`src/rtl/product_accumulator.sv`:
```
// Purpose: sums COUNT consecutive unsigned 16-bit products into one ACC_W-bit result with a sticky overflow flag.
// Latency: out_valid rises the cycle after the COUNT-th accepted product; at most one result per COUNT+1 cycles.
// Backpressure: in_ready drops while a result waits; sum/ovf hold until out_ready. Macro PRODUCT_ACCUMULATOR_SATURATE_EN selects clamping instead of wrapping.
module product_accumulator #(
    parameter int COUNT = 8,
    parameter int ACC_W = 19
) (
    input  logic             clk,
    input  logic             rst_n,
    input  logic             clear,
    input  logic             in_valid,
    output logic             in_ready,
    input  logic [15:0]      m,
    output logic             out_valid,
    input  logic             out_ready,
    output logic [ACC_W-1:0] sum,
    output logic             ovf
);

    typedef enum logic {
        ST_ACCUM = 1'b0,
        ST_DONE  = 1'b1
    } state_t;

    localparam logic [7:0] LAST_IDX = 8'(COUNT - 1);

    state_t           r_state;
    state_t           w_state_nxt;
    logic [ACC_W-1:0] r_acc;
    logic [ACC_W-1:0] w_acc_nxt;
    logic [7:0]       r_cnt;
    logic [7:0]       w_cnt_nxt;
    logic [ACC_W-1:0] r_sum;
    logic [ACC_W-1:0] w_sum_nxt;
    logic             r_ovf_acc;
    logic             w_ovf_acc_nxt;
    logic             r_ovf;
    logic             w_ovf_nxt;

    // One extra bit catches the carry out of the accumulator.
    logic [ACC_W:0]   w_add;
    logic             w_carry;
    logic [ACC_W-1:0] w_acc_add;

    assign w_add   = {1'b0, r_acc} + (ACC_W + 1)'(m);
    assign w_carry = w_add[ACC_W];

`ifdef PRODUCT_ACCUMULATOR_SATURATE_EN
    // Once clamped, any further non-zero product carries again, so the value stays pinned at all-ones.
    assign w_acc_add = w_carry ? {ACC_W{1'b1}} : w_add[ACC_W-1:0];
`else
    assign w_acc_add = w_add[ACC_W-1:0];
`endif

    assign in_ready  = (r_state == ST_ACCUM);
    assign out_valid = (r_state == ST_DONE);
    assign sum       = r_sum;
    assign ovf       = r_ovf;

    // Next-state and datapath update; clear overrides both states and drops any product offered with it.
    always_comb begin
        w_state_nxt   = r_state;
        w_acc_nxt     = r_acc;
        w_cnt_nxt     = r_cnt;
        w_sum_nxt     = r_sum;
        w_ovf_acc_nxt = r_ovf_acc;
        w_ovf_nxt     = r_ovf;
        if (clear) begin
            w_state_nxt   = ST_ACCUM;
            w_acc_nxt     = '0;
            w_cnt_nxt     = '0;
            w_ovf_acc_nxt = 1'b0;
            w_ovf_nxt     = 1'b0;
        end else begin
            case (r_state)
                ST_ACCUM: begin
                    if (in_valid) begin
                        if (r_cnt == LAST_IDX) begin
                            w_sum_nxt   = w_acc_add;
                            w_ovf_nxt   = r_ovf_acc | w_carry;
                            w_state_nxt = ST_DONE;
                        end else begin
                            w_acc_nxt     = w_acc_add;
                            w_cnt_nxt     = r_cnt + 8'd1;
                            w_ovf_acc_nxt = r_ovf_acc | w_carry;
                        end
                    end
                end
                ST_DONE: begin
                    if (out_ready) begin
                        w_state_nxt   = ST_ACCUM;
                        w_acc_nxt     = '0;
                        w_cnt_nxt     = '0;
                        w_ovf_acc_nxt = 1'b0;
                        w_ovf_nxt     = 1'b0;
                    end
                end
                default: w_state_nxt = ST_ACCUM;
            endcase
        end
    end

    // State and datapath registers with asynchronous reset.
    always_ff @(posedge clk or negedge rst_n) begin
        if (!rst_n) begin
            r_state   <= ST_ACCUM;
            r_acc     <= '0;
            r_cnt     <= '0;
            r_sum     <= '0;
            r_ovf_acc <= 1'b0;
            r_ovf     <= 1'b0;
        end else begin
            r_state   <= w_state_nxt;
            r_acc     <= w_acc_nxt;
            r_cnt     <= w_cnt_nxt;
            r_sum     <= w_sum_nxt;
            r_ovf_acc <= w_ovf_acc_nxt;
            r_ovf     <= w_ovf_nxt;
        end
    end

endmodule

```
`config.mk`:
```
export PLATFORM = sky130hd
export DESIGN_NAME = product_accumulator
export DESIGN_NICKNAME = d
export VERILOG_FILES = /design/src/rtl/product_accumulator.sv
export SDC_FILE = /design/constraint.sdc
export NUM_CORES = 1
export LEC_CHECK = 0
export CAP_MARGIN = 0
export CORE_AREA = 2 2 130 81
export DETAILED_ROUTE_END_ITERATION = 12
export DIE_AREA = 0 0 132 83
export GPL_TIMING_DRIVEN = 0
export PLACE_DENSITY = 0.54
export SETUP_SLACK_MARGIN = 0.02
export SLEW_MARGIN = 20
export SYNTH_ARGS = -nofsm -noshare
export SYNTH_HDL_FRONTEND = slang
export SYNTH_SLANG_ARGS = --single-unit
export TNS_END_PERCENT = 10
```
`constraint.sdc`:
```
create_clock -name clk -period 2.6 [get_ports clk]
set_input_delay 0.26 -clock clk [delete_from_list [all_inputs] [get_ports clk]]
set_output_delay 0.26 -clock clk [all_outputs]
set_load 0.02 [all_outputs]
```
After elaboration in Yosys (flattened, before gate mapping) --
Index checks and enable logic that the tools add are counted.
Cells by class: equality and inequality tests 5, bitwise logic cells 3, mux-type cells 24, add/sub/neg operators 2, reductions and logical operators 3
Operators with widths (count):
- $mux 19 | 4
- $pmux 19 s2 | 1
- $mux 8 | 4
- $add 19x16->20 | 1
- $pmux 8 s2 | 1
- $mux 1 | 11
- $ne 3x3->1 const B | 3
- $add 8x1->8 const B | 1
- $eq 8x3->1 const B | 1
- $pmux 1 s2 | 3
- $reduce_and 3->1 | 2
- $reduce_and 4->1 | 1
- $ne 3x2->1 const B | 1
- $not 1->1 | 2
- $or 1x1->1 | 1
Storage, ports and cells: bits of input ports 21, register bits 49, output and inout bits 22

Longest topological paths before layout --
depth after elaboration 6, depth in mapped cells 8, mapped depth without buffers 8

Worst setup path before layout --
Ideal clock, no wire load.
path type flip-flop to flip-flop, start register r_acc[3], end register r_sum[15], in the netlist sum[15], cell stages (with the launch flop) 8, setup slack 0.341 ns, buffers on the path 0, arrival time 2.193 ns, cells stage by stage dfrtp_1 > ha_1 > a21o_1 > a21oi_1 > a21oi_1 > o41ai_1 > mux2_2 > nand2_1
Between the ends: cells in the longest elaborated chain, start to end 1
RTL lines:
- start, declared | line 29 | logic [ACC_W-1:0] r_acc;
- start signal, assigned | line 114 | r_acc <= w_acc_nxt;
- $add 19x16->20 | line 45 | assign w_add = {1'b0, r_acc} + (ACC_W + 1)'(m);
- end signal, assigned | line 116 | r_sum <= w_sum_nxt;
- end, declared | line 33 | logic [ACC_W-1:0] r_sum;
No other way between the ends. A chain may end at the register's enable or synchronous reset.

Worst setup path after layout --
start input m[0], end register r_acc[12]
Between the ends: cells in the longest elaborated chain, start to end 5
RTL lines:
- start, declared | line 13 | input logic [15:0] m,
- $add 19x16->20 | line 45
- $mux 19 | line 78 | if (r_cnt == LAST_IDX) begin
- $mux 19 | line 77 | if (in_valid) begin
- $pmux 19 s2 | line 75 | case (r_state)
- $mux 19 | line 68 | if (clear) begin
No other way between the ends. The select of a mux whose other input is x is not followed.

==> results_dict.tcl <==
set metrics [dict create \
    dpl.cell_count 477 \
    p_per_area_nw_per_um2 603 \
    relSlewSlack_pct 46.0 \
    antennaDiodeCount 0 \
    final_nets 388 \
    dpl_cell_area_sq_um 3470 \
    ir_drop_mv 0.224 \
    num_io_pins 43 \
    clock.fmax_mhz 408 \
    synth_compound_area_share_pct 21.4 \
    r2r_slack_ps 160 \
    dpl.hpwl_mm 5.55 \
    ys.flop_type "dfrtp_1" \
    layout_common_cells "dfrtp_1 (49), nand2_1 (45), clkdlybuf4s50_1 (41)" \
    crit_type "in -> reg" \
    drv_cap 0 \
    synth-edff-count 0 \
    final_common_cell "dfrtp_1" \
    reg2reg_to "r_acc[12]" \
    worstPathArrival_ps 2610 \
    setup_tns_ps 0 \
    seqPwrFrac_pct 38.8 \
    firstDrtPassIters 6 \
    core_sq_um 9700 \
    p_leak_nw 1.58 \
    viasPerCell 4.91 \
    preCtsSetupSlack_ps -445 \
    setup_viol 0 \
    antenna_found_initial 0 \
    clock_skew_ps 5.68 \
    drcViolationCount 0 \
    dieArea_sq_um 11000 \
    fin_cells 485 \
    slew_viol_final 0 \
    cts_tree "done" \
    hp-class "in -> async" \
    power_frac_comb_pct 29.2 \
    drt_iter0_drc 112 \
    path_clk_slew_ps 70 \
    rsz0062_at_grt "false" \
    setup.worst_path.end "r_acc[12]" \
    gp_congestion 0.766 \
    syn2layout_area_growth_pct 27.1 \
    async_flop_share_pct 100 \
    grt_max_degree 50 \
    io_buffer_count 42 \
    reg2reg_depth 8 \
    cp-startpoint "m[0]" \
    synth_nets 339 \
    initial_core_util_pct 29.7 \
    grt_pass1_vias 2387 \
    cts_max_level 2 \
    fin_ws_ps 151 \
    synth_cell_types 47 \
    synth_fa_ha_area_share_pct 8.06 \
    min_period_over_period_pct 94.2 \
    internal_power_w 0.00149 \
    die-width_um 132 \
    cts_inserted_buffers 5 \
    syn_inst 300 \
    critPathRequiredTime_ps 2760 \
    period_needed_ps 2450 \
    groute.usage.overall_pct 14.5 \
    die-height_um 83 \
    startpoint_type "input port" \
    cp-end-kind "flip-flop" \
    gr-total-overflow 0 \
    layout-drive-gt1-share_pct 9.43 \
    p_clk_share_pct 32.0 \
    ys_warn_count 0 \
    cts_root_buffer "clkbuf_16" \
    ys_seq_area_share_pct 42.5 \
    clock_sinks 49 \
    crit_fanout 3 \
    status "complete, but fails checks" \
    p_sw_share_pct 32.5 \
    yosys_register_bits 49 \
    yosys.area_share.simple_pct 15.5 \
    hold_violations 20 \
    synth_xor_xnor_area_share_pct 6.07 \
    fill_cells 990 \
    grt_pass1_wl_mm 12.6 \
    p_total_w 0.00221 \
    fin_area_sq_um 3670 \
    ant_nets 0 \
    p_switching_w 0.000720 \
    reg2reg_from "r_acc[0]" \
    tightestPinTransition_ps 802 \
    drt-total-wl_mm 7.56 \
    row_count 28 \
    muxShareOfSynthArea_pct 3.42 \
    wl_per_cell_um 15.6 \
    syn_area_per_cell_sq_um 9.62 \
    whs_ps -16.3 \
    synth_top_family_by_area "compound AO/OA/AOI/OAI gates" \
    dr_total_vias 2382 \
    clk_path_buf_depth 2 \
    hold_buffers 0 \
    violations "negative hold slack" \
    insertion_delay_ps 290 \
    netlist_area_sq_um 2890 \
]
[layout make-up]
class	instances	area, sq um	area share, %
inverter	6	22.5	0.614
clock buffer	7	153	4.16
multi-input combinational	235	1610	43.9
buffer	10	66.3	1.81
timing repair buffer	42	418	11.4
clock inverter	1	5.00	0.136
sequential	49	1230	33.4
tap	135	169	4.60
[state kept, by name (all words and copies together) (netlist names)]
name / flops
sum: 19
r_cnt: 8
ovf: 1
r_ovf_acc: 1
out_valid: 1
r_acc: 19
[logic make-up after synthesis]
family,count (synthesis)
xor+xnor,20
mux,9
compound gates,94
flops,49
fa+ha+maj,18
buf+inv,16
simple gates,94
[power by group through the flow]
stage	Sequential (W)	Combinational [W]	Clock, W
after detailed placement	0.000871	0.000623	0
after CTS	0.000857	0.000633	0.000733
after global routing	0.000864	0.000723	0.000768
after global placement	0.000869	0.000611	0
final	0.000858	0.000647	0.000707
after floorplan	0.000873	0.000425	0
[cell usage after synthesis (5+ instances only)]
cell      number  area share [%]
o21a_1         5             1.3
dfrtp_1       49              42
xnor2_1       12             3.6
nor2_1        14             1.8
inv_1          6            0.78
o21ai_0       31             5.4
a211oi_1       5             1.3
nor3_1        11             1.9
nand2_1       45             5.9
xor2_1         8             2.4
a21oi_1       20             3.5
ha_1          17             7.4
a22o_1         9             2.7
a21o_1         5             1.3
mux2_2         7             2.7
[metrics by stage]
step	util (%)	hold WS [ps]
after floorplan	-	-35.6
after global routing	37.8	56.1
final	37.8	-16.3
after CTS	37.5	25.9
after global placement	35.8	464
after detailed placement	35.8	347
[critical path, stage by stage]
cell             delay [ps]
clkdlybuf4s50_1         410
ha_1                    220
fa_1                    430
a211oi_1                280
o21a_1                  230
a211oi_1                120
o21ai_0                 270
xor2_1                  280
o21ai_0                 110
[what timing repair did]
action / in CTS / in global routing
setup buffers: 0 / 0
cloned: 0 / 0
endpoints found under the setup margin: 13 / 7
resized for setup: 2 / 3
[metal layers]
metal / up-vias / part of all wire [%] / global-route usage [%]
li1: 1191 / - / -
met3: 5 / 5.3 / 3.60
met4: 0 / 0.63 / 3.26
met2: 55 / 38 / 19.4
met5: - / 0 / 0
met1: 1131 / 56 / 22.9
[worst min path at each step]
stage	start	endpoint	slack, ps	depth (start not counted)
4_1_cts	rst_n	sum[13]	30	1
5_1_grt	rst_n	sum[12]	60	1
3_5_place_dp	rst_n	sum[13]	350	1
3_3_place_gp	sum[13]	sum[13]	460	2
2_1_floorplan	rst_n	out_valid	-40	0
6_report	rst_n	sum[13]	-20	1
Note: power is estimated with default switching activity, not from simulation.
